--- config.mk ---
export PLATFORM = sky130hd
export DESIGN_NAME = map_cpu_sync_flat
export DESIGN_NICKNAME = d
export VERILOG_FILES = /design/src/rtl/map_cpu_sync_pkg.sv /design/src/rtl/map_cpu_sync_if.sv /design/src/rtl/map_cpu_sync_sync_filt.sv /design/src/rtl/map_cpu_sync.sv /design/src/flat_wrapper.sv
export SDC_FILE = /design/constraint.sdc
export NUM_CORES = 1
export LEC_CHECK = 0
export CAP_MARGIN = 15
export CELL_PAD_IN_SITES_DETAIL_PLACEMENT = 1
export CELL_PAD_IN_SITES_GLOBAL_PLACEMENT = 1
export CORE_MARGIN = 2
export CORE_UTILIZATION = 39
export DETAILED_ROUTE_END_ITERATION = 8
export PLACE_DENSITY = 0.84
export SLEW_MARGIN = 20
export SYNTH_ARGS = -nofsm -noshare
export SYNTH_HDL_FRONTEND = slang
export SYNTH_SLANG_ARGS = --single-unit
--- constraint.sdc ---
create_clock -name clk -period 2.2 [get_ports clk]
set_input_delay 0.44 -clock clk [delete_from_list [all_inputs] [get_ports clk]]
set_output_delay 0.44 -clock clk [all_outputs]
set_load 0.03 [all_outputs]
--- src/rtl/map_cpu_sync_pkg.sv ---
// Shared types and constants for the cartridge CPU bus front-end.
package map_cpu_sync_pkg;

  // Bus-cycle tracker states
  typedef enum logic [1:0] {
    ST_LOW  = 2'd0,
    ST_HIGH = 2'd1,
    ST_HOLD = 2'd2
  } state_t;

  localparam int DEF_FILT    = 2;
  localparam int DEF_WR_DLY  = 8;
  localparam int DEF_IDLE_TO = 255;

  localparam int DLY_W  = 5;
  localparam int IDLE_W = 16;
  localparam int FILT_W = 3;

endpackage

--- src/rtl/map_cpu_sync_if.sv ---
// Raw cartridge CPU pins plus the cleaned single-clock bus view.
interface map_cpu_sync_if;
  import map_cpu_sync_pkg::*;

  logic        pin_m2;
  logic        pin_rw;
  logic [15:0] pin_addr;
  logic [7:0]  pin_data;

  logic        m2;
  logic [15:0] addr;
  logic        rw;
  logic [7:0]  data;
  logic        m2_rise;
  logic        m2_fall;
  logic        wr_pulse;
  logic        wr_early;
  logic        m2_lost;

  // Cartridge side: drives the raw pins, observes the clean view
  modport master (
    output pin_m2, pin_rw, pin_addr, pin_data,
    input  m2, addr, rw, data, m2_rise, m2_fall, wr_pulse, wr_early, m2_lost
  );

  // Front-end side: samples the raw pins, produces the clean view
  modport slave (
    input  pin_m2, pin_rw, pin_addr, pin_data,
    output m2, addr, rw, data, m2_rise, m2_fall, wr_pulse, wr_early, m2_lost
  );
endinterface

--- src/rtl/map_cpu_sync_sync_filt.sv ---
// Two-flop synchronizer followed by a debounce filter. The filtered level
// only follows the input after FILT consecutive differing samples.
// rise_nxt/fall_nxt flag that the level toggles at the coming clock edge,
// so a consumer can register an edge pulse aligned with the level change.
module sync_filt
  import map_cpu_sync_pkg::*;
#(
  parameter int FILT = DEF_FILT
) (
  input  logic clk,
  input  logic rst_n,
  input  logic din,
  output logic level,
  output logic rise_nxt,
  output logic fall_nxt
);

  logic              sync_p0;
  logic              sync_p1;
  logic [FILT_W-1:0] cnt;
  logic              tgl;

  localparam logic [FILT_W-1:0] CNT_LAST = FILT_W'(FILT - 1);

  assign tgl      = (sync_p1 != level) && (cnt == CNT_LAST);
  assign rise_nxt = tgl &  sync_p1;
  assign fall_nxt = tgl & ~sync_p1;

  // Bring the asynchronous pin into the clk domain
  always_ff @(posedge clk or negedge rst_n) begin
    if (!rst_n) begin
      sync_p0 <= 1'b0;
      sync_p1 <= 1'b0;
    end else begin
      sync_p0 <= din;
      sync_p1 <= sync_p0;
    end
  end

  // Count disagreeing samples; toggle the level once enough accumulate
  always_ff @(posedge clk or negedge rst_n) begin
    if (!rst_n) begin
      level <= 1'b0;
      cnt   <= '0;
    end else if (sync_p1 == level) begin
      cnt <= '0;
    end else if (tgl) begin
      level <= sync_p1;
      cnt   <= '0;
    end else begin
      cnt <= cnt + FILT_W'(1);
    end
  end

endmodule

--- src/rtl/map_cpu_sync.sv ---
// Cartridge CPU bus front-end: filters M2, tracks each 6502 bus cycle and
// emits single-clock strobes so mapper logic never clocks on raw M2.
module map_cpu_sync
  import map_cpu_sync_pkg::*;
#(
  parameter int FILT    = DEF_FILT,
  parameter int WR_DLY  = DEF_WR_DLY,
  parameter int IDLE_TO = DEF_IDLE_TO
) (
  input  logic           clk,
  input  logic           rst_n,
  map_cpu_sync_if.slave  bus
);

  localparam logic [DLY_W-1:0]  WR_LAST  = DLY_W'(WR_DLY - 1);
  localparam logic [IDLE_W-1:0] IDLE_MAX = IDLE_W'(IDLE_TO);

  state_t            state;
  logic [DLY_W-1:0]  dly;
  logic [IDLE_W-1:0] idle_cnt;
  logic              m2_lvl;
  logic              rise_nxt;
  logic              fall_nxt;
  logic              cyc_start;

  sync_filt #(.FILT(FILT)) u_m2_filt (
    .clk      (clk),
    .rst_n    (rst_n),
    .din      (bus.pin_m2),
    .level    (m2_lvl),
    .rise_nxt (rise_nxt),
    .fall_nxt (fall_nxt)
  );

  assign bus.m2    = m2_lvl;
  assign cyc_start = (state == ST_LOW) && rise_nxt;

  // Bus-cycle tracker: latch address on rise, write data at the settle point
  // or at M2 fall if the cycle is shorter than WR_DLY
  always_ff @(posedge clk or negedge rst_n) begin
    if (!rst_n) begin
      state        <= ST_LOW;
      dly          <= '0;
      bus.addr     <= '0;
      bus.rw       <= 1'b1;
      bus.data     <= '0;
      bus.m2_rise  <= 1'b0;
      bus.m2_fall  <= 1'b0;
      bus.wr_pulse <= 1'b0;
      bus.wr_early <= 1'b0;
    end else begin
      bus.m2_rise  <= 1'b0;
      bus.m2_fall  <= 1'b0;
      bus.wr_pulse <= 1'b0;
      bus.wr_early <= 1'b0;
      case (state)
        ST_LOW: begin
          if (rise_nxt) begin
            bus.m2_rise <= 1'b1;
            bus.addr    <= bus.pin_addr;
            bus.rw      <= bus.pin_rw;
            dly         <= '0;
            state       <= ST_HIGH;
          end
        end
        ST_HIGH: begin
          if (fall_nxt) begin
            bus.m2_fall <= 1'b1;
            if (!bus.rw) begin
              bus.data     <= bus.pin_data;
              bus.wr_pulse <= 1'b1;
              bus.wr_early <= 1'b1;
            end
            state <= ST_LOW;
          end else if (!bus.rw && (dly == WR_LAST)) begin
            bus.data     <= bus.pin_data;
            bus.wr_pulse <= 1'b1;
            state        <= ST_HOLD;
          end else if (dly != WR_LAST) begin
            dly <= dly + DLY_W'(1);
          end
        end
        ST_HOLD: begin
          if (fall_nxt) begin
            bus.m2_fall <= 1'b1;
            state       <= ST_LOW;
          end
        end
        default: state <= ST_LOW;
      endcase
    end
  end

  // Watchdog on M2 activity; saturates so m2_lost stays a level
  always_ff @(posedge clk or negedge rst_n) begin
    if (!rst_n) begin
      idle_cnt    <= IDLE_MAX;
      bus.m2_lost <= 1'b1;
    end else if (cyc_start) begin
      idle_cnt    <= '0;
      bus.m2_lost <= 1'b0;
    end else if (idle_cnt != IDLE_MAX) begin
      idle_cnt    <= idle_cnt + IDLE_W'(1);
      bus.m2_lost <= ((idle_cnt + IDLE_W'(1)) == IDLE_MAX);
    end
  end

endmodule

--- src/flat_wrapper.sv ---
// flat-port wrapper written by rule: the top's interface ports become plain ports
module map_cpu_sync_flat import map_cpu_sync_pkg::*;
#(
  parameter int FILT    = DEF_FILT,
  parameter int WR_DLY  = DEF_WR_DLY,
  parameter int IDLE_TO = DEF_IDLE_TO
)
  (clk, rst_n, bus_pin_m2, bus_pin_rw, bus_pin_addr, bus_pin_data, bus_m2, bus_addr, bus_rw, bus_data, bus_m2_rise, bus_m2_fall, bus_wr_pulse, bus_wr_early, bus_m2_lost);
  map_cpu_sync_if bus_i ();
  input  logic clk;
  input  logic rst_n;
  input wire logic [$bits(bus_i.pin_m2)-1:0] bus_pin_m2;
  input wire logic [$bits(bus_i.pin_rw)-1:0] bus_pin_rw;
  input wire logic [$bits(bus_i.pin_addr)-1:0] bus_pin_addr;
  input wire logic [$bits(bus_i.pin_data)-1:0] bus_pin_data;
  output wire logic [$bits(bus_i.m2)-1:0] bus_m2;
  output wire logic [$bits(bus_i.addr)-1:0] bus_addr;
  output wire logic [$bits(bus_i.rw)-1:0] bus_rw;
  output wire logic [$bits(bus_i.data)-1:0] bus_data;
  output wire logic [$bits(bus_i.m2_rise)-1:0] bus_m2_rise;
  output wire logic [$bits(bus_i.m2_fall)-1:0] bus_m2_fall;
  output wire logic [$bits(bus_i.wr_pulse)-1:0] bus_wr_pulse;
  output wire logic [$bits(bus_i.wr_early)-1:0] bus_wr_early;
  output wire logic [$bits(bus_i.m2_lost)-1:0] bus_m2_lost;
  assign bus_i.pin_m2 = bus_pin_m2;
  assign bus_i.pin_rw = bus_pin_rw;
  assign bus_i.pin_addr = bus_pin_addr;
  assign bus_i.pin_data = bus_pin_data;
  assign bus_m2 = bus_i.m2;
  assign bus_addr = bus_i.addr;
  assign bus_rw = bus_i.rw;
  assign bus_data = bus_i.data;
  assign bus_m2_rise = bus_i.m2_rise;
  assign bus_m2_fall = bus_i.m2_fall;
  assign bus_wr_pulse = bus_i.wr_pulse;
  assign bus_wr_early = bus_i.wr_early;
  assign bus_m2_lost = bus_i.m2_lost;
  map_cpu_sync #(.FILT(FILT), .WR_DLY(WR_DLY), .IDLE_TO(IDLE_TO)) u_core (.clk(clk), .rst_n(rst_n), .bus(bus_i));
endmodule
== Word level (Yosys, flattened, before mapping) ==
Index checks and enable logic that the tools add are counted.

* Bits in registers: 59
* Bits in latches: 0
* RAM bits: 0
* ROM bits: 0
* Bits of input ports: 28
* Output and inout bits: 31
* Logic and storage cells: 81
* Memories kept: 0

* $add $sub $neg: 3
* Multiply operators: 0
* Divide/modulo/power cells: 0
* Order comparisons: 0
* Equality and inequality tests: 16
* Shifts and indexed selects: 0
* Multiplexer cells: 29
* Bitwise operators: 4
* Reduce and logical (&&, ||, !) cells: 14

{| class="wikitable"
|+ Operators with widths
! cell !! number
|-
| $mux W16 || 2
|-
| $mux W8 || 3
|-
| $mux W5 || 4
|-
| $add A16 B1 Y16 const B || 1
|-
| $eq A16 B8 Y1 const B || 1
|-
| $ne A16 B8 Y1 const B || 1
|-
| $mux W1 || 12
|-
| $pmux W5 S2 || 1
|-
| $mux W2 || 4
|-
| $mux W3 || 2
|-
| $ne A2 B1 Y1 const B || 3
|-
| $ne A2 B2 Y1 const B || 3
|-
| $pmux W2 S3 || 1
|-
| $reduce_and A3 Y1 || 2
|-
| $reduce_bool A2 Y1 || 3
|-
| $add A5 B1 Y5 const B || 1
|-
| $eq A5 B3 Y1 const B || 1
|-
| $ne A5 B3 Y1 const B || 1
|-
| $reduce_and A5 Y1 || 1
|-
| $reduce_and A2 Y1 || 2
|-
| $add A3 B1 Y3 const B || 1
|-
| $eq A3 B1 Y1 const B || 1
|-
| $logic_and A1 B1 Y1 || 3
|-
| $ne A3 B1 Y1 const B || 1
|-
| other kinds (9) || 11
|}

== Logic depth before layout (Yosys ltp) ==
* Depth after elaboration: 5
* Depth in mapped cells: 9
* Mapped depth without buffers: 8

== Hierarchy ==
A second synthesis with hierarchy kept.

* Cells, all modules: 237
* Area, all modules: 2832.7 um^2

{| class="wikitable"
|+ Modules (own cells, without submodules)
! module !! times used !! cells an instance !! area an instance (um^2) !! seq. area each (um^2)
|-
| map_cpu_sync || 1 || 217 || 2565.0 || 1338.8
|-
| sync_filt || 1 || 20 || 267.8 || 150.1
|}

== Worst setup path after synthesis ==
Ideal clock, no wire load.

* Path type: flip-flop to flip-flop
* From: reg u_core.idle_cnt[1]
* To: reg u_core.idle_cnt[1]
* Library setup time: 0.077 ns
* Data arrival time: 1.872 ns
* Slack: 0.250 ns
* Stages on the path, launching flop included: 8
* Period minus slack after synthesis: 1.950 ns
* Cells stage by stage: dfstp_2 ha_1 buf_2 and4_1 nand2_1 or4_4 buf_6 o21a_1

* Word-level cells in the longest chain between the ends: 3

{| class="wikitable"
|+ RTL lines
! what !! line !! source
|-
| start, declared || map_cpu_sync.sv:20 || <nowiki>logic [IDLE_W-1:0] idle_cnt;</nowiki>
|-
| start signal, assigned || map_cpu_sync.sv:103 || <nowiki>idle_cnt <= idle_cnt + IDLE_W'(1);</nowiki>
|-
| $add A16 B1 Y16 || map_cpu_sync.sv:103 ||
|-
| $mux W16 || map_cpu_sync.sv:102 || <nowiki>end else if (idle_cnt != IDLE_MAX) begin</nowiki>
|-
| $mux W16 || map_cpu_sync.sv:99 || <nowiki>end else if (cyc_start) begin</nowiki>
|}

Parallel ways exist; a longest one is shown, timed or not. The select of a mux whose other input is x is not followed.
A chain may end at the register's enable or synchronous reset.

== Worst setup path after layout ==
* From: reg u_core.u_m2_filt.cnt[0]
* To: reg u_core.idle_cnt[9]

* Word-level cells in the longest chain between the ends: 5

{| class="wikitable"
|+ RTL lines
! what !! line !! source
|-
| start, declared || map_cpu_sync_sync_filt.sv:20 || <nowiki>logic [FILT_W-1:0] cnt;</nowiki>
|-
| start signal, assigned || map_cpu_sync_sync_filt.sv:51 || <nowiki>cnt <= cnt + FILT_W'(1);</nowiki>
|-
| $eq A3 B1 Y1 * || map_cpu_sync_sync_filt.sv:25 || <nowiki>assign tgl = (sync_p1 != level) && (cnt == CNT_LAST);</nowiki>
|-
| $logic_and A1 B1 Y1 * || map_cpu_sync_sync_filt.sv:25 ||
|-
| $and A1 B1 Y1 * || map_cpu_sync_sync_filt.sv:26 || <nowiki>assign rise_nxt = tgl & sync_p1;</nowiki>
|-
| $logic_and A1 B1 Y1 * || map_cpu_sync.sv:36 || <nowiki>assign cyc_start = (state == ST_LOW) && rise_nxt;</nowiki>
|-
| $mux W16 / $reduce_bool A2 Y1 (equally long branches) || - ||
|}

Mark *: on every way between the ends. The rest lies on a longest branch, timed or not.

==> out/qor.yml <==
critical_path:
  cp_slowest_cell: "or4_4"
  critPathMaxFanout: 8
  worstPathCellList: "ha_1, and4bb_1, nand2_2, inv_2, or4_4, nand2_1, nor2_1"
  path_buf_inv: 1
  path_depth: 7
  crit_family: "simple AND/OR/NAND/NOR gates"
  crit_type: "reg -> reg"
  crit_required_ns: 2.41
  endpoint_kind: "flop"
  slowest_delay_ns: 0.51
  crit_arrival_ns: 2.27
  reg2reg_depth: 7
  startpoint_type: "flop"
final_layout:
  area_growth_syn_to_layout_pct: 32.3
  regArea_sq_um: 1490
  nFillCells: 762
  drive_above_1_share_pct: 15.1
  finalNetCount: 383
  multi_input_area_sq_um: 1230
  stdcell_count: 448
  insertedDiodeCount: 0
sta:
  worst_clock_skew_ns: 0.00985
  slew_headroom_pct: 68.8
  period_needed_ns: 2.06
  rsz0062_at_grt: "no"
  hold_ws_ns: -0.00108
  hold_violations: 3
  max_freq_ghz: 0.484
  tns_ns: 0
  setup-violations-final: 0
  tightest_slew_ns: 0.464
  final_max_slew_viol_count: 0
  finalCritPeriodShare_pct: 93.9
status:
  failed_checks: "hold timing"
  status: "complete, but fails checks"
detailed_routing:
  vias: 2281
  vias_per_cell: 5.09
  first_pass_iters: 4
  ant_nets: 0
  drt_wl_total_um: 7410
  drc: 0
  wl_per_cell_um: 16.5
  drt_iter0_drc: 120
placement:
  dpl.cell_count: 432
  hpwlAfterDp_um: 5170
  portBuffers: 58
  place.gp.congestion: 0.769
clock_tree:
  numCtsBuffers: 9
  path_clk_slew_ns: 0.07
  cts_tree: "yes"
  cts_resized: 0
  cts.sinks: 59
  cts_max_path_buffers: 2
  clk_latency_ns: 0.34
  cts_hold_buf: 0
  htree_levels: 3
  post_cts_buffers: 0
  root_buffer: "clkbuf_8"
floorplanning:
  coreArea_sq_um: 6870
  io_pins: 59
  fp.dieW_um: 88.8
  die_h_um: 88.8
  start_util_pct: 40.8
  rows: 30
  die-area_sq_um: 7880
global_routing:
  track_usage_pct: 20.8
  gr-total-overflow: 0
  grt_max_degree: 47
  antenna_found_initial: 0
  grt_pass1_wl_um: 12400
  first_global_vias: 2564
power:
  power_density_nw_per_um2: 1280
  vdd_ir_drop_max_uv: 771
  leakagePower_uw: 0.00162
synth:
  synthArstFlopShare_pct: 100
  synth.avg_cell_area_sq_um: 10.0
  ys_seq_elements: 59
  yosys_warnings: 0
  ys_seq_area_share_pct: 53.1
  synth_nets: 315
  netlist_area_sq_um: 2800
  yosysUniqueCellTypes: 45
  synth-edff-count: 0
  synthCells: 279
  synth-main-ff-cell: "dfrtp_1"
flow_run:
  max_cap_viol_count: 0
worst_hold_path:
  hp-class: "in -> async"
==> flip-flops by register name, indices dropped and copies added, names as in the netlist <==
name and flops:
u_core.bus.addr 16, u_core.bus.data 8, u_core.bus.m2_fall 1, u_core.bus.m2_lost 1, u_core.bus.m2_rise 1, u_core.bus.rw 1, u_core.bus.wr_early 1, u_core.bus.wr_pulse 1
u_core.dly 5, u_core.idle_cnt 16, u_core.state 2, u_core.u_m2_filt.cnt 3, u_core.u_m2_filt.level 1, u_core.u_m2_filt.sync_p0 1, u_core.u_m2_filt.sync_p1 1
==> synth_stat cells (2+ instances only) <==
library cell	instances	area share (%)
a21oi_1	2	0.36
a31oi_1	2	0.45
and2_1	2	0.45
and3_1	3	0.67
buf_2	4	0.71
clkbuf_1	5	0.67
dfrtp_1	49	44
dfstp_2	10	9.4
ha_1	8	3.6
inv_1	8	1.1
mux2_2	9	3.6
mux2i_1	2	0.71
nand2_1	66	8.8
nand2b_1	5	1.1
nand3_1	10	1.8
nand4_1	4	0.89
nand4bb_1	2	0.80
nor2_1	19	2.5
nor2b_1	3	0.67
nor3_1	7	1.2
nor3b_1	3	0.80
nor4_2	2	0.89
o21a_1	4	1.1
o21ai_0	11	2.0
o31ai_1	2	0.54
xnor2_1	12	3.7
xor2_1	7	2.2
==> through the flow <==
stage | power (uW) | area [sq um] | hold WS, ns | util [%] | setup slack, ns
after detailed placement | 3840 | 3530 | 0.338 | 51.4 | 0.155
after global routing | 5040 | 3710 | 0.00373 | 54.0 | 0.0228
after global placement | 3730 | 3530 | 0.336 | 51.4 | 0.250
after floorplan | 2960 | 2800 | 0.144 | - | 0.250
final | 4750 | 3710 | -0.00108 | 54.0 | 0.135
after CTS | 4810 | 3710 | 0.000602 | 54.0 | 0.129
==> cells in the final DEF (no fill, tap or decap), types with 3 or more instances in the layout <==
| cell | netlist | final |
|---|---|---|
| nand2_1 | 66 | 66 |
| nor2_1 | 19 | 19 |
| clkbuf_8 | 0 | 11 |
| buf_4 | 0 | 8 |
| dfstp_2 | 10 | 10 |
| xnor2_1 | 12 | 12 |
| nand3_1 | 10 | 10 |
| nand4_1 | 4 | 4 |
| nor2b_1 | 3 | 3 |
| nand2b_1 | 5 | 5 |
| o21a_1 | 4 | 4 |
| inv_1 | 8 | 8 |
| mux2_2 | 9 | 9 |
| xor2_1 | 7 | 7 |
| nor3b_1 | 3 | 3 |
| dfrtp_1 | 49 | 49 |
| and3_1 | 3 | 3 |
| clkdlybuf4s50_1 | 0 | 57 |
| ha_1 | 8 | 8 |
| o21ai_0 | 11 | 11 |
| nor3_1 | 7 | 7 |
==> final timing paths <==
path,endpoint,slack (ns),startpoint
min in group clk,u_core.u_m2_filt.sync_p1$_DFF_PN0_,0.35,u_core.u_m2_filt.sync_p0$_DFF_PN0_
hold reg to reg,u_core.u_m2_filt.sync_p1$_DFF_PN0_,0.35,u_core.u_m2_filt.sync_p0$_DFF_PN0_
max in group asynchronous,u_core.idle_cnt[4]$_DFFE_PN1P_,1.56,rst_n
setup / recovery,u_core.idle_cnt[9]$_DFFE_PN0P_,0.14,u_core.u_m2_filt.cnt[0]$_DFF_PN0_
setup reg to reg,u_core.idle_cnt[9]$_DFFE_PN0P_,0.14,u_core.u_m2_filt.cnt[0]$_DFF_PN0_
hold / removal,u_core.dly[0]$_DFFE_PN0P_,-0.001,rst_n
==> power by group <==
group / switching [uW] / leakage, uW / internal, uW / total, uW
clock network: 449 / 0.0000884 / 467 / 916
logic: 1190 / 0.000805 / 863 / 2060
registers: 287 / 0.000729 / 1490 / 1780
total: 1930 / 0.00162 / 2820 / 4750
==> metal layers <==
layer	vias up	share of wire, %	GRT usage, %
li1	1067	-	-
met4	0	1.5	6.06
met1	1144	43	26.5
met2	57	49	33.2
met3	13	6.6	8.02
met5	-	0	0
==> cells by family (layout without fill, tap and decap cells) <==
logic type	Yosys count	in the layout	share of synthesized area [%]
muxes	11	11	4.33
adders and majority gates	8	8	3.57
buffers and inverters	19	92	2.99
DFF	59	59	53.1
AOI/OAI and AO/OA	27	27	6.25
xor gates and xnor gates	19	19	5.94
and+or+nand+nor	136	136	23.8
==> layout make-up <==
type                    count  area share [%]
flip-flops and latches     59            40.1
inverters                   9           0.911
multi-input cells         201            33.2
clock inverters             4           0.675
clock buffers              12            4.18
well taps                  96            3.24
repair buffers             67            17.7
No activity file was read; power rests on OpenSTA's default activity.
